--- src/rtl/m65c02_mpc_pkg.sv ---
// m65c02_mpc_pkg: shared definitions for the M65C02A microprogram sequencer.
// Holds the 4-bit sequencer instruction encodings, the DJNZ alias used when
// the loop counter is compiled in, and the stack-pointer width helper.
package m65c02_mpc_pkg;

    localparam logic [3:0] pRTS  = 4'b0000;
    localparam logic [3:0] pBSR  = 4'b0001;
    localparam logic [3:0] pFTCH = 4'b0010;
    localparam logic [3:0] pBMW  = 4'b0011;
    localparam logic [3:0] pBRV0 = 4'b0100;
    localparam logic [3:0] pBRV1 = 4'b0101;
    localparam logic [3:0] pBRV2 = 4'b0110;
    localparam logic [3:0] pBRV3 = 4'b0111;
    localparam logic [3:0] pBTH0 = 4'b1000;
    localparam logic [3:0] pBTH1 = 4'b1001;
    localparam logic [3:0] pBTH2 = 4'b1010;
    localparam logic [3:0] pBTH3 = 4'b1011;
    localparam logic [3:0] pBTL0 = 4'b1100;
    localparam logic [3:0] pBTL1 = 4'b1101;
    localparam logic [3:0] pBTL2 = 4'b1110;
    localparam logic [3:0] pBTL3 = 4'b1111;

    // With the loop counter present, 1011 decrements and branches while nonzero.
    localparam logic [3:0] pDJNZ = pBTH3;

    // SP must hold 0..depth inclusive, so it needs one more state than depth.
    function automatic int sp_width(input int depth);
        return $clog2(depth + 1);
    endfunction

endpackage

--- src/rtl/m65c02_mpc_stack.sv ---
// m65c02_mpc_stack: return-address LIFO for the microprogram sequencer.
// Entry sp-1 is the top of stack. A push into a full stack drops the oldest
// entry (index 0) and sets the sticky overflow flag; a pop from an empty
// stack leaves SP at zero and sets the sticky underflow flag.
module m65c02_mpc_stack
    import m65c02_mpc_pkg::*;
#(
    parameter int pStkDepth  = 4,
    parameter int pAddrWidth = 10
) (
    input  logic                              clk,
    input  logic                              rst,
    input  logic                              rdy,
    input  logic                              push,
    input  logic                              pop,
    input  logic [pAddrWidth-1:0]             din,
    output logic [pAddrWidth-1:0]             tos,
    output logic [sp_width(pStkDepth)-1:0]    sp,
    output logic                              ovf,
    output logic                              unf
);

    localparam int SpW = sp_width(pStkDepth);

    logic [pAddrWidth-1:0] stk [pStkDepth];
    logic                  full;
    logic                  empty;
    logic [SpW-1:0]        sp_top;

    assign full   = (sp == SpW'(pStkDepth));
    assign empty  = (sp == '0);
    assign sp_top = sp - SpW'(1);

    // Present the top entry, or zero when nothing has been pushed.
    always_comb begin
        tos = '0;
        for (int i = 0; i < pStkDepth; i++) begin
            if (!empty && (SpW'(i) == sp_top)) begin
                tos = stk[i];
            end
        end
    end

    // Push/pop bookkeeping, advancing only on enabled microcycles.
    always_ff @(posedge clk) begin
        if (rst) begin
            sp  <= '0;
            ovf <= 1'b0;
            unf <= 1'b0;
            for (int i = 0; i < pStkDepth; i++) begin
                stk[i] <= '0;
            end
        end else if (rdy) begin
            if (push) begin
                if (full) begin
                    for (int i = 0; i < pStkDepth - 1; i++) begin
                        stk[i] <= stk[i+1];
                    end
                    stk[pStkDepth-1] <= din;
                    ovf              <= 1'b1;
                end else begin
                    for (int i = 0; i < pStkDepth; i++) begin
                        if (SpW'(i) == sp) begin
                            stk[i] <= din;
                        end
                    end
                    sp <= sp + SpW'(1);
                end
            end else if (pop) begin
                if (empty) begin
                    unf <= 1'b1;
                end else begin
                    sp <= sp_top;
                end
            end
        end
    end

endmodule

--- src/rtl/m65c02_mpc_v6.sv ---
// m65c02_mpc_v6: parametrised microprogram sequencer for the M65C02A core.
// Holds the PC, incrementer, next-address mux and reset stretcher, plus an
// optional loop counter compiled in when MPC_LOOP_CNT_EN is defined (1011
// then acts as DJNZ). Without the macro, Cnt reads zero and 1011 is BTH3.
module m65c02_mpc_v6
    import m65c02_mpc_pkg::*;
#(
    parameter int                  pAddrWidth = 10,
    parameter int                  pStkDepth  = 4,
    parameter int                  pMWWidth   = 3,
    parameter int                  pCntWidth  = 8,
    parameter logic [pAddrWidth-1:0] pRst_Addrs = '0
) (
    input  logic                           Clk,
    input  logic                           Rst,
    input  logic                           Rdy,
    input  logic [3:0]                     I,
    input  logic [3:0]                     T,
    input  logic [pMWWidth-1:0]            MW,
    input  logic [pAddrWidth-1:0]          BA,
    input  logic                           CntLd,
    input  logic [pCntWidth-1:0]           CntIn,
    output logic [1:0]                     Via,
    output logic [pAddrWidth-1:0]          MA,
    output logic [sp_width(pStkDepth)-1:0] SP,
    output logic                           StkOvf,
    output logic                           StkUnf,
    output logic [pCntWidth-1:0]           Cnt
);

    logic                  rst_d;
    logic                  mpc_rst;
    logic [pAddrWidth-1:0] pc;
    logic [pAddrWidth-1:0] next;
    logic [pAddrWidth-1:0] pc_in;
    logic [pAddrWidth-1:0] tos;
    logic                  push;
    logic                  pop;
    logic                  djnz_taken;

    assign mpc_rst = Rst | rst_d;
    assign next    = pc + pAddrWidth'(1);
    assign Via     = (I[3:2] == 2'b01) ? I[1:0] : 2'b00;
    assign MA      = mpc_rst ? pRst_Addrs : pc_in;
    assign push    = (I == pBSR) && !mpc_rst;
    assign pop     = (I == pRTS) && !mpc_rst;

    // Stretch reset by one clock so the PC settles before the first fetch.
    always_ff @(posedge Clk) begin
        rst_d <= Rst;
    end

`ifdef MPC_LOOP_CNT_EN
    logic [pCntWidth-1:0] cnt;

    assign Cnt        = cnt;
    assign djnz_taken = (cnt != '0);

    // Loop counter: a load wins over the DJNZ decrement.
    always_ff @(posedge Clk) begin
        if (mpc_rst) begin
            cnt <= '0;
        end else if (Rdy) begin
            if (CntLd) begin
                cnt <= CntIn;
            end else if ((I == pDJNZ) && djnz_taken) begin
                cnt <= cnt - pCntWidth'(1);
            end
        end
    end
`else
    logic unused_cnt;

    assign Cnt        = '0;
    assign djnz_taken = T[3];
    assign unused_cnt = ^{CntLd, CntIn};
`endif

    // Next-address selection from the sequencer instruction.
    always_comb begin
        pc_in = next;
        case (I)
            pRTS:  pc_in = tos;
            pBSR:  pc_in = BA;
            pFTCH: pc_in = next;
            pBMW:  pc_in = {BA[pAddrWidth-1:pMWWidth], MW};
            pBRV0, pBRV1, pBRV2, pBRV3: pc_in = BA;
            pBTH0: pc_in = T[0] ? BA : next;
            pBTH1: pc_in = T[1] ? BA : next;
            pBTH2: pc_in = T[2] ? BA : next;
            pBTH3: pc_in = djnz_taken ? BA : next;
            pBTL0: pc_in = T[0] ? next : BA;
            pBTL1: pc_in = T[1] ? next : BA;
            pBTL2: pc_in = T[2] ? next : BA;
            pBTL3: pc_in = T[3] ? next : BA;
            default: pc_in = next;
        endcase
    end

    // Program counter advances on each enabled microcycle.
    always_ff @(posedge Clk) begin
        if (mpc_rst) begin
            pc <= pRst_Addrs;
        end else if (Rdy) begin
            pc <= pc_in;
        end
    end

    m65c02_mpc_stack #(
        .pStkDepth  (pStkDepth),
        .pAddrWidth (pAddrWidth)
    ) u_stack (
        .clk  (Clk),
        .rst  (mpc_rst),
        .rdy  (Rdy),
        .push (push),
        .pop  (pop),
        .din  (next),
        .tos  (tos),
        .sp   (SP),
        .ovf  (StkOvf),
        .unf  (StkUnf)
    );

endmodule

--- config.mk ---
export PLATFORM = sky130hd
export DESIGN_NAME = m65c02_mpc_v6
export DESIGN_NICKNAME = d
export VERILOG_FILES = /design/src/rtl/m65c02_mpc_pkg.sv /design/src/rtl/m65c02_mpc_stack.sv /design/src/rtl/m65c02_mpc_v6.sv
export SDC_FILE = /design/constraint.sdc
export NUM_CORES = 1
export LEC_CHECK = 0
export ABC_AREA = 1
export BUFFER_PORTS_ARGS = -buffer_cell sky130_fd_sc_hd__buf_2
export CORE_UTILIZATION = 53
export DETAILED_ROUTE_END_ITERATION = 6
export GPL_TIMING_DRIVEN = 1
export HOLD_SLACK_MARGIN = 0.05
export PLACE_DENSITY_LB_ADDON = 0.05
export SKIP_CTS_REPAIR_TIMING = 1
export SLEW_MARGIN = 0
export SYNTH_ARGS = -nofsm -noshare
export SYNTH_HDL_FRONTEND = slang
export SYNTH_HIERARCHICAL = 1
export SYNTH_SLANG_ARGS = --single-unit
--- constraint.sdc ---
create_clock -name Clk -period 2.3 [get_ports Clk]
set_clock_uncertainty 0.15 [all_clocks]
set_input_delay 0.46 -clock Clk [delete_from_list [all_inputs] [get_ports Clk]]
set_output_delay 0.46 -clock Clk [all_outputs]
set_load 0.005 [all_outputs]
==> flow_metrics.py, run 1 <==
metrics = {
    "critical_path": {
        "crit_path_frequent_cell": "nand2_2",
        "r2r_slack_ps": 100,
        "cp_top_family": "simple AND/OR/NAND/NOR gates",
        "path_buf_inv": 5,
        "required_ps": 1690,
        "path_depth": 14,
        "r2r_cells": 15,
        "cp_max_fo": 6,
        "path_class": "flop to output pin",
        "r2r-start": "u_stack/sp[0]",
        "slowest_delay_ps": 380,
        "worstSetupStartpointType": "flop",
        "crit_path_cell_trace": "inv_6 -> ha_4 -> inv_4 -> nand2_4 -> nand2_8 -> clkbuf_16 -> nand3_1 -> nand2_1 -> inv_1 -> nand2_2 -> a21oi_2 -> nand2_2 -> a31oi_1 -> buf_2",
        "critPathSlowestCell": "dfxtp_4",
        "end_kind": "output pin",
        "reg2reg_to": "pc[3]",
        "cp.arrival_ps": 2230,
    },
    "logic_synthesis": {
        "ys_ff_latch": 56,
        "ys_seq_area_frac": 0.333,
        "synth_cells": 712,
        "syn_avg_cell_area_sq_um": 6.42,
        "synth_warnings": 6,
        "synthDistinctLibCells": 41,
        "synth.cell_area_sq_mm": 0.00457,
    },
    "floorplanning": {
        "dieArea_sq_mm": 0.00900,
        "core_sq_mm": 0.00830,
        "start_util": 0.551,
        "die_w_microns": 94.9,
        "row_count": 33,
        "die_h_microns": 94.9,
        "ios": 58,
    },
    "global_route": {
        "grt_max_degree": 25,
        "antenna_found_initial": 0,
        "grt_usage": 0.294,
        "grt_pass1_wl_microns": 20700,
        "grt_pass1_vias": 4605,
        "gr-total-overflow": 0,
    },
    "cts": {
        "cts-buffers-inserted": 5,
        "cts_tree": "built",
        "clk_latency_ps": 310,
        "htree_num_levels": 2,
        "worst_setup_hold_path_clk_slew_ps": 110,
        "cts_root_buf": "clkbuf_8",
        "cts_sinks": 56,
        "cts_buffer_depth": 2,
    },
    "power_and_ir_drop": {
        "irDropWorstVdd_v": 0.000242,
        "leakagePower_nw": 3.11,
        "powerDensity_mw_per_mm2": 349,
    },
    "layout": {
        "fin_nets": 883,
        "diodes": 0,
        "layout_commonest_cell": "nand2_1",
        "final_cell_mix": "183 x nand2_1, 92 x buf_4, 88 x inv_1",
        "syn2layout_area_growth_pct": 34.6,
        "fin_area_sq_mm": 0.00615,
        "drive_gt1_frac": 0.308,
    },
    "sta": {
        "setup_viol": 10,
        "rsz0062_at_grt": "true",
        "post-route-period-util": 1.23,
        "finalMaxSlewViolations": 0,
        "max_freq_mhz": 353,
        "period_needed_ps": 2840,
        "finalHoldViolations": 0,
        "fin_ws_ps": -537,
    },
    "place": {
        "placed_area_sq_mm": 0.00557,
        "portBuffers": 40,
        "place_ws_ps": -342,
        "gp_congestion": 0.917,
        "dp_hpwl_microns": 10200,
    },
    "run_status": {
        "status": "finished with violations",
        "violations": "setup timing",
    },
    "route": {
        "wl_microns": 13900,
        "vias": 5062,
        "drc": 0,
        "viasPerCell": 5.33,
        "ant_nets": 0,
        "drtIter0Drc": 226,
        "routedWlPerCell_microns": 14.6,
        "drt_pass1_iterations": 5,
    },
    "hold_path": {
        "min_to": "rst_d",
        "min-delay-path-class": "primary input to flop",
        "hold_start": "Rst",
        "hold_depth": 1,
    },
    "flow_run": {
        "max_cap_violations": 0,
    },
}
power breakdown:
part / switching (mW) / leakage, nW / internal (mW)
Sequential: 0.0222 / 0.578 / 1.11
Clock: 0.347 / 0.0452 / 0.223
Combinational: 0.258 / 2.49 / 0.185
Total: 0.627 / 3.11 / 1.52
worst max path at each step:
| stage | to | from | slack [ps] |
|---|---|---|---|
| final | MA[0] | u_stack/sp[0] | -540 |
| after global routing | MA[0] | u_stack/sp[0] | -630 |
| after CTS | MA[3] | u_stack/sp[0] | -710 |
| after detailed placement | MA[3] | u_stack/sp[0] | -340 |
| after global placement | MA[3] | u_stack/sp[0] | -300 |
| after floorplan | MA[4] | u_stack/sp[0] | 4 |
kinds of logic (layout without fill, tap and decap cells):
| kind of cell | after synthesis | count (layout) | synth area share |
|---|---|---|---|
| XOR/XNOR | 6 | 6 | 0.0115 |
| flip-flops | 56 | 56 | 0.333 |
| other | 1 | 8 | 0.000820 |
| AO/OA/AOI/OAI | 83 | 83 | 0.101 |
| buffers and inverters | 138 | 262 | 0.130 |
| AND/OR/NAND/NOR | 421 | 422 | 0.405 |
| adder cells (fa/ha/maj) | 7 | 7 | 0.0192 |
synth_stat cells:
master,instances,share of area
a211oi_1,1,0.0016
a21oi_1,25,0.027
a21oi_2,1,0.0019
a31oi_1,2,0.0027
buf_1,1,0.00082
buf_2,12,0.013
buf_4,13,0.021
buf_6,1,0.0025
clkbuf_1,4,0.0033
clkbuf_2,1,0.0011
clkinv_1,2,0.0016
conb_1,1,0.00082
dfxtp_1,16,0.070
edfxtp_1,40,0.26
ha_1,7,0.019
inv_1,98,0.080
inv_2,5,0.0041
inv_4,1,0.0014
nand2_1,208,0.17
nand2_2,6,0.0082
nand2_4,2,0.0049
nand3_1,87,0.095
nand3_2,2,0.0044
nand3b_1,2,0.0033
nand4_1,9,0.012
nor2_1,82,0.067
nor2_2,2,0.0027
nor2_4,5,0.012
nor2_8,1,0.0044
nor3_1,6,0.0066
nor3b_1,1,0.0016
nor4_1,1,0.0014
o211ai_1,12,0.020
o21ai_0,18,0.020
o21ai_1,20,0.022
o21ai_2,1,0.0019
o21bai_1,1,0.0016
o22ai_1,2,0.0027
or2_2,7,0.0096
xnor2_1,2,0.0038
xor2_1,4,0.0077
flip-flops by register name, summed over array words and instances (netlist names):
name	flops
u_stack/stk	40
pc	10
u_stack/sp	3
rst_d	1
u_stack/ovf	1
u_stack/unf	1
cell type report:
class	instances	area [sq um]
multi-input combinational	526	2820
fill	694	2140
sequential	56	1530
timing repair buffer	148	1160
inverter	106	413
tap	105	131
clock buffer	5	68.8
clock inverter	3	25.0
metrics by stage:
step | setup TNS, ps | util | instances | power [mW] | hold slack [ps]
after floorplan | 0 | - | 719 | 1.37 | 298
after global placement | -3580 | 0.671 | 929 | 1.55 | 291
after detailed placement | -5240 | 0.671 | 929 | 1.56 | 310
after CTS | -6500 | 0.683 | 937 | 2.12 | 106
after global routing | -5820 | 0.742 | 949 | 2.25 | 103
final | -4670 | 0.742 | 949 | 2.15 | 112
layer usage:
layer | wire (microns) | global-route usage | up-vias
met2 | 7050 | 0.515 | 178
met1 | 6010 | 0.373 | 2338
met3 | 605 | 0.0395 | 21
met4 | 227 | 0.0934 | 0
li1 | - | - | 2525
met5 | 0 | 0 | -
worst reg2reg max path, stage by stage (launching register included):
cell       delay, ps
dfxtp_4          380
inv_6             80
ha_4             160
inv_4             40
nand2_4           80
nand2_8          100
clkbuf_16        170
nand4_1          100
nand3_1          110
nand2_1           90
nand2_1           70
or2_4            240
nand2_4           80
buf_4            100
buf_4             80
a21oi_1           50
No activity file was read; power rests on OpenSTA's default activity.
==> inputs of run 2 (changes only) <==
--- a/config.mk
+++ b/config.mk
@@ -6,7 +6,7 @@
 export NUM_CORES = 1
 export LEC_CHECK = 0
 export ABC_AREA = 1
-export BUFFER_PORTS_ARGS = -buffer_cell sky130_fd_sc_hd__buf_2
+export BUFFER_PORTS_ARGS = -buffer_cell sky130_fd_sc_hd__buf_4
 export CORE_UTILIZATION = 53
 export DETAILED_ROUTE_END_ITERATION = 6
 export GPL_TIMING_DRIVEN = 1
==> run 2 against run 1 <==
  * Non-clock buffer count shrank 7
  * Largest cell class unchanged
  * Setup slack improved by 19 ps
  * Global-route usage up 0.31 points
  * Combinational power rose by 1%
  * Wire length is 2.1% lower
  * Register-to-register slack about the same
  * Maximum frequency increased by 0.68%
  * Via count fell by 2.2%
  * The flow still finishes with violations (setup timing)
  * First-iteration DRC count rose by 14%
  * Clock power up 2%
==> flow_metrics.py, run 2 (synthesized netlist as in run 1, its figures left out) <==
metrics = {
    "run_status": {
        "status": "finished with violations",
        "violations": "setup timing",
    },
    "global_route": {
        "antenna_found_initial": 0,
        "grt_usage": 0.297,
        "met3_usage": 0.0419,
        "grtUsageMet2": 0.512,
        "grt_pass1_wl_microns": 20800,
        "top_usage_layer": "met2",
        "grt_util_met1": 0.371,
        "gr-total-overflow": 0,
        "grt_max_degree": 26,
        "grt_pass1_vias": 4523,
    },
    "critical_path": {
        "crit_start": "u_stack/sp[0]",
        "cp_max_fo": 6,
        "path_depth": 14,
        "path_class": "flop to output pin",
        "crit_path_cell_trace": "inv_6 -> ha_4 -> inv_4 -> nand2_4 -> nand2_8 -> clkbuf_16 -> buf_6 -> nand4_1 -> nand3_1 -> nand2_1 -> nand2_2 -> nand2_2 -> a31oi_1 -> buf_4",
        "path_buf_inv": 5,
        "required_ps": 1690,
        "r2r-start": "u_stack/sp[0]",
        "crit_path_frequent_cell": "nand2_2",
        "critPathSlowestCell": "dfxtp_4",
        "cp_top_family": "simple AND/OR/NAND/NOR gates",
        "end_kind": "output pin",
        "worstSetupStartpointType": "flop",
        "cp.arrival_ps": 2210,
        "r2r_cells": 17,
        "slowest_delay_ps": 400,
    },
    "sta": {
        "setup_viol": 10,
        "period_needed_ps": 2820,
        "finalMaxSlewViolations": 0,
        "post-route-period-util": 1.23,
        "fin_ws_ps": -518,
        "max_freq_mhz": 355,
        "rsz0062_at_grt": "true",
        "finalHoldViolations": 0,
    },
    "hold_path": {
        "hold_depth": 1,
        "hold_start": "Rst",
        "min-delay-path-class": "primary input to flop",
    },
    "floorplanning": {
        "die_w_microns": 94.9,
        "row_count": 33,
        "core_sq_mm": 0.00830,
        "die_h_microns": 94.9,
        "ios": 58,
        "start_util": 0.551,
        "dieArea_sq_mm": 0.00900,
    },
    "layout": {
        "fin_cells": 941,
        "drive_gt1_frac": 0.300,
        "syn2layout_area_growth_pct": 35.2,
        "largest_register_ffs": 40,
        "fin_area_sq_mm": 0.00618,
        "regMostFlops": "u_stack/stk",
        "reg.largest.list": "u_stack/stk (40), pc (10), u_stack/sp (3)",
        "final_cell_mix": "184 x nand2_1, 126 x buf_4, 87 x inv_1",
        "final_util": 0.745,
        "fin_nets": 875,
        "diodes": 0,
        "layout_commonest_cell": "nand2_1",
    },
    "route": {
        "drc": 0,
        "drt_pass1_iterations": 5,
        "wl_microns": 13600,
        "drtIter0Drc": 258,
        "ant_nets": 0,
        "routedWlPerCell_microns": 14.5,
        "viasPerCell": 5.26,
        "vias": 4951,
    },
    "cts": {
        "cts_tree": "built",
        "cts_sinks": 56,
        "cts-buffers-inserted": 5,
        "cts_root_buf": "clkbuf_8",
        "cts_buffer_depth": 2,
        "htree_num_levels": 2,
        "clk_latency_ps": 320,
        "worst_setup_hold_path_clk_slew_ps": 110,
    },
    "power_and_ir_drop": {
        "powerDensity_mw_per_mm2": 350,
        "leakagePower_nw": 3.12,
        "irDropWorstVdd_v": 0.000241,
    },
    "place": {
        "placed_area_sq_mm": 0.00561,
        "dp_hpwl_microns": 10200,
        "gp_congestion": 0.977,
        "dp_cells": 921,
        "portBuffers": 40,
    },
    "flow_run": {
        "max_cap_violations": 0,
    },
}
run 2: through the flow:
stage | worst slack, ps | setup TNS (ps) | hold WS [ps] | power [mW]
floorplan | 3.59 | 0 | 298 | 1.37
global placement | -302 | -5910 | 298 | 1.56
detailed placement | -375 | -7910 | 295 | 1.57
CTS | -759 | -6920 | 94.3 | 2.14
global route | -628 | -5750 | 87.3 | 2.26
finish | -518 | -4850 | 103 | 2.16
run 2: layout make-up:
cell class / count / area (sq um)
Multi-Input combinational cell: 525 / 2790
Fill cell: 657 / 2120
Sequential cell: 56 / 1530
Timing Repair Buffer: 141 / 1220
Inverter: 106 / 415
Tap cell: 105 / 131
Clock buffer: 5 / 68.8
Clock inverter: 3 / 27.5
run 2: path summary, 6_finish.rpt:
path	slack, ps	endpoint
worst max-delay path	-520	MA[1]
worst max register to register	100	pc[1]
worst min register to register	310	u_stack/ovf
worst min-delay path	100	rst_d
run 2: power breakdown:
part           internal [mW]  leakage, nW  switching [mW]
combinational          0.195         2.50           0.254
clock                  0.225       0.0463           0.354
sequential              1.11        0.578          0.0219
total                   1.53         3.12           0.630
run 2: worst reg2reg max path: cells and delay by family (launching register included):
kind	cells	cell delay [ps]
buffers and inverters	7	650
adders and majority gates	1	160
DFF	1	390
and+or+nand+nor	9	770
run 2: metal layers:
metal	share of wire	wire, microns	vias up
met5	0	0	-
met1	0.43	5810	2227
li1	-	-	2519
met4	0.030	409	0
met3	0.052	707	30
met2	0.49	6670	175
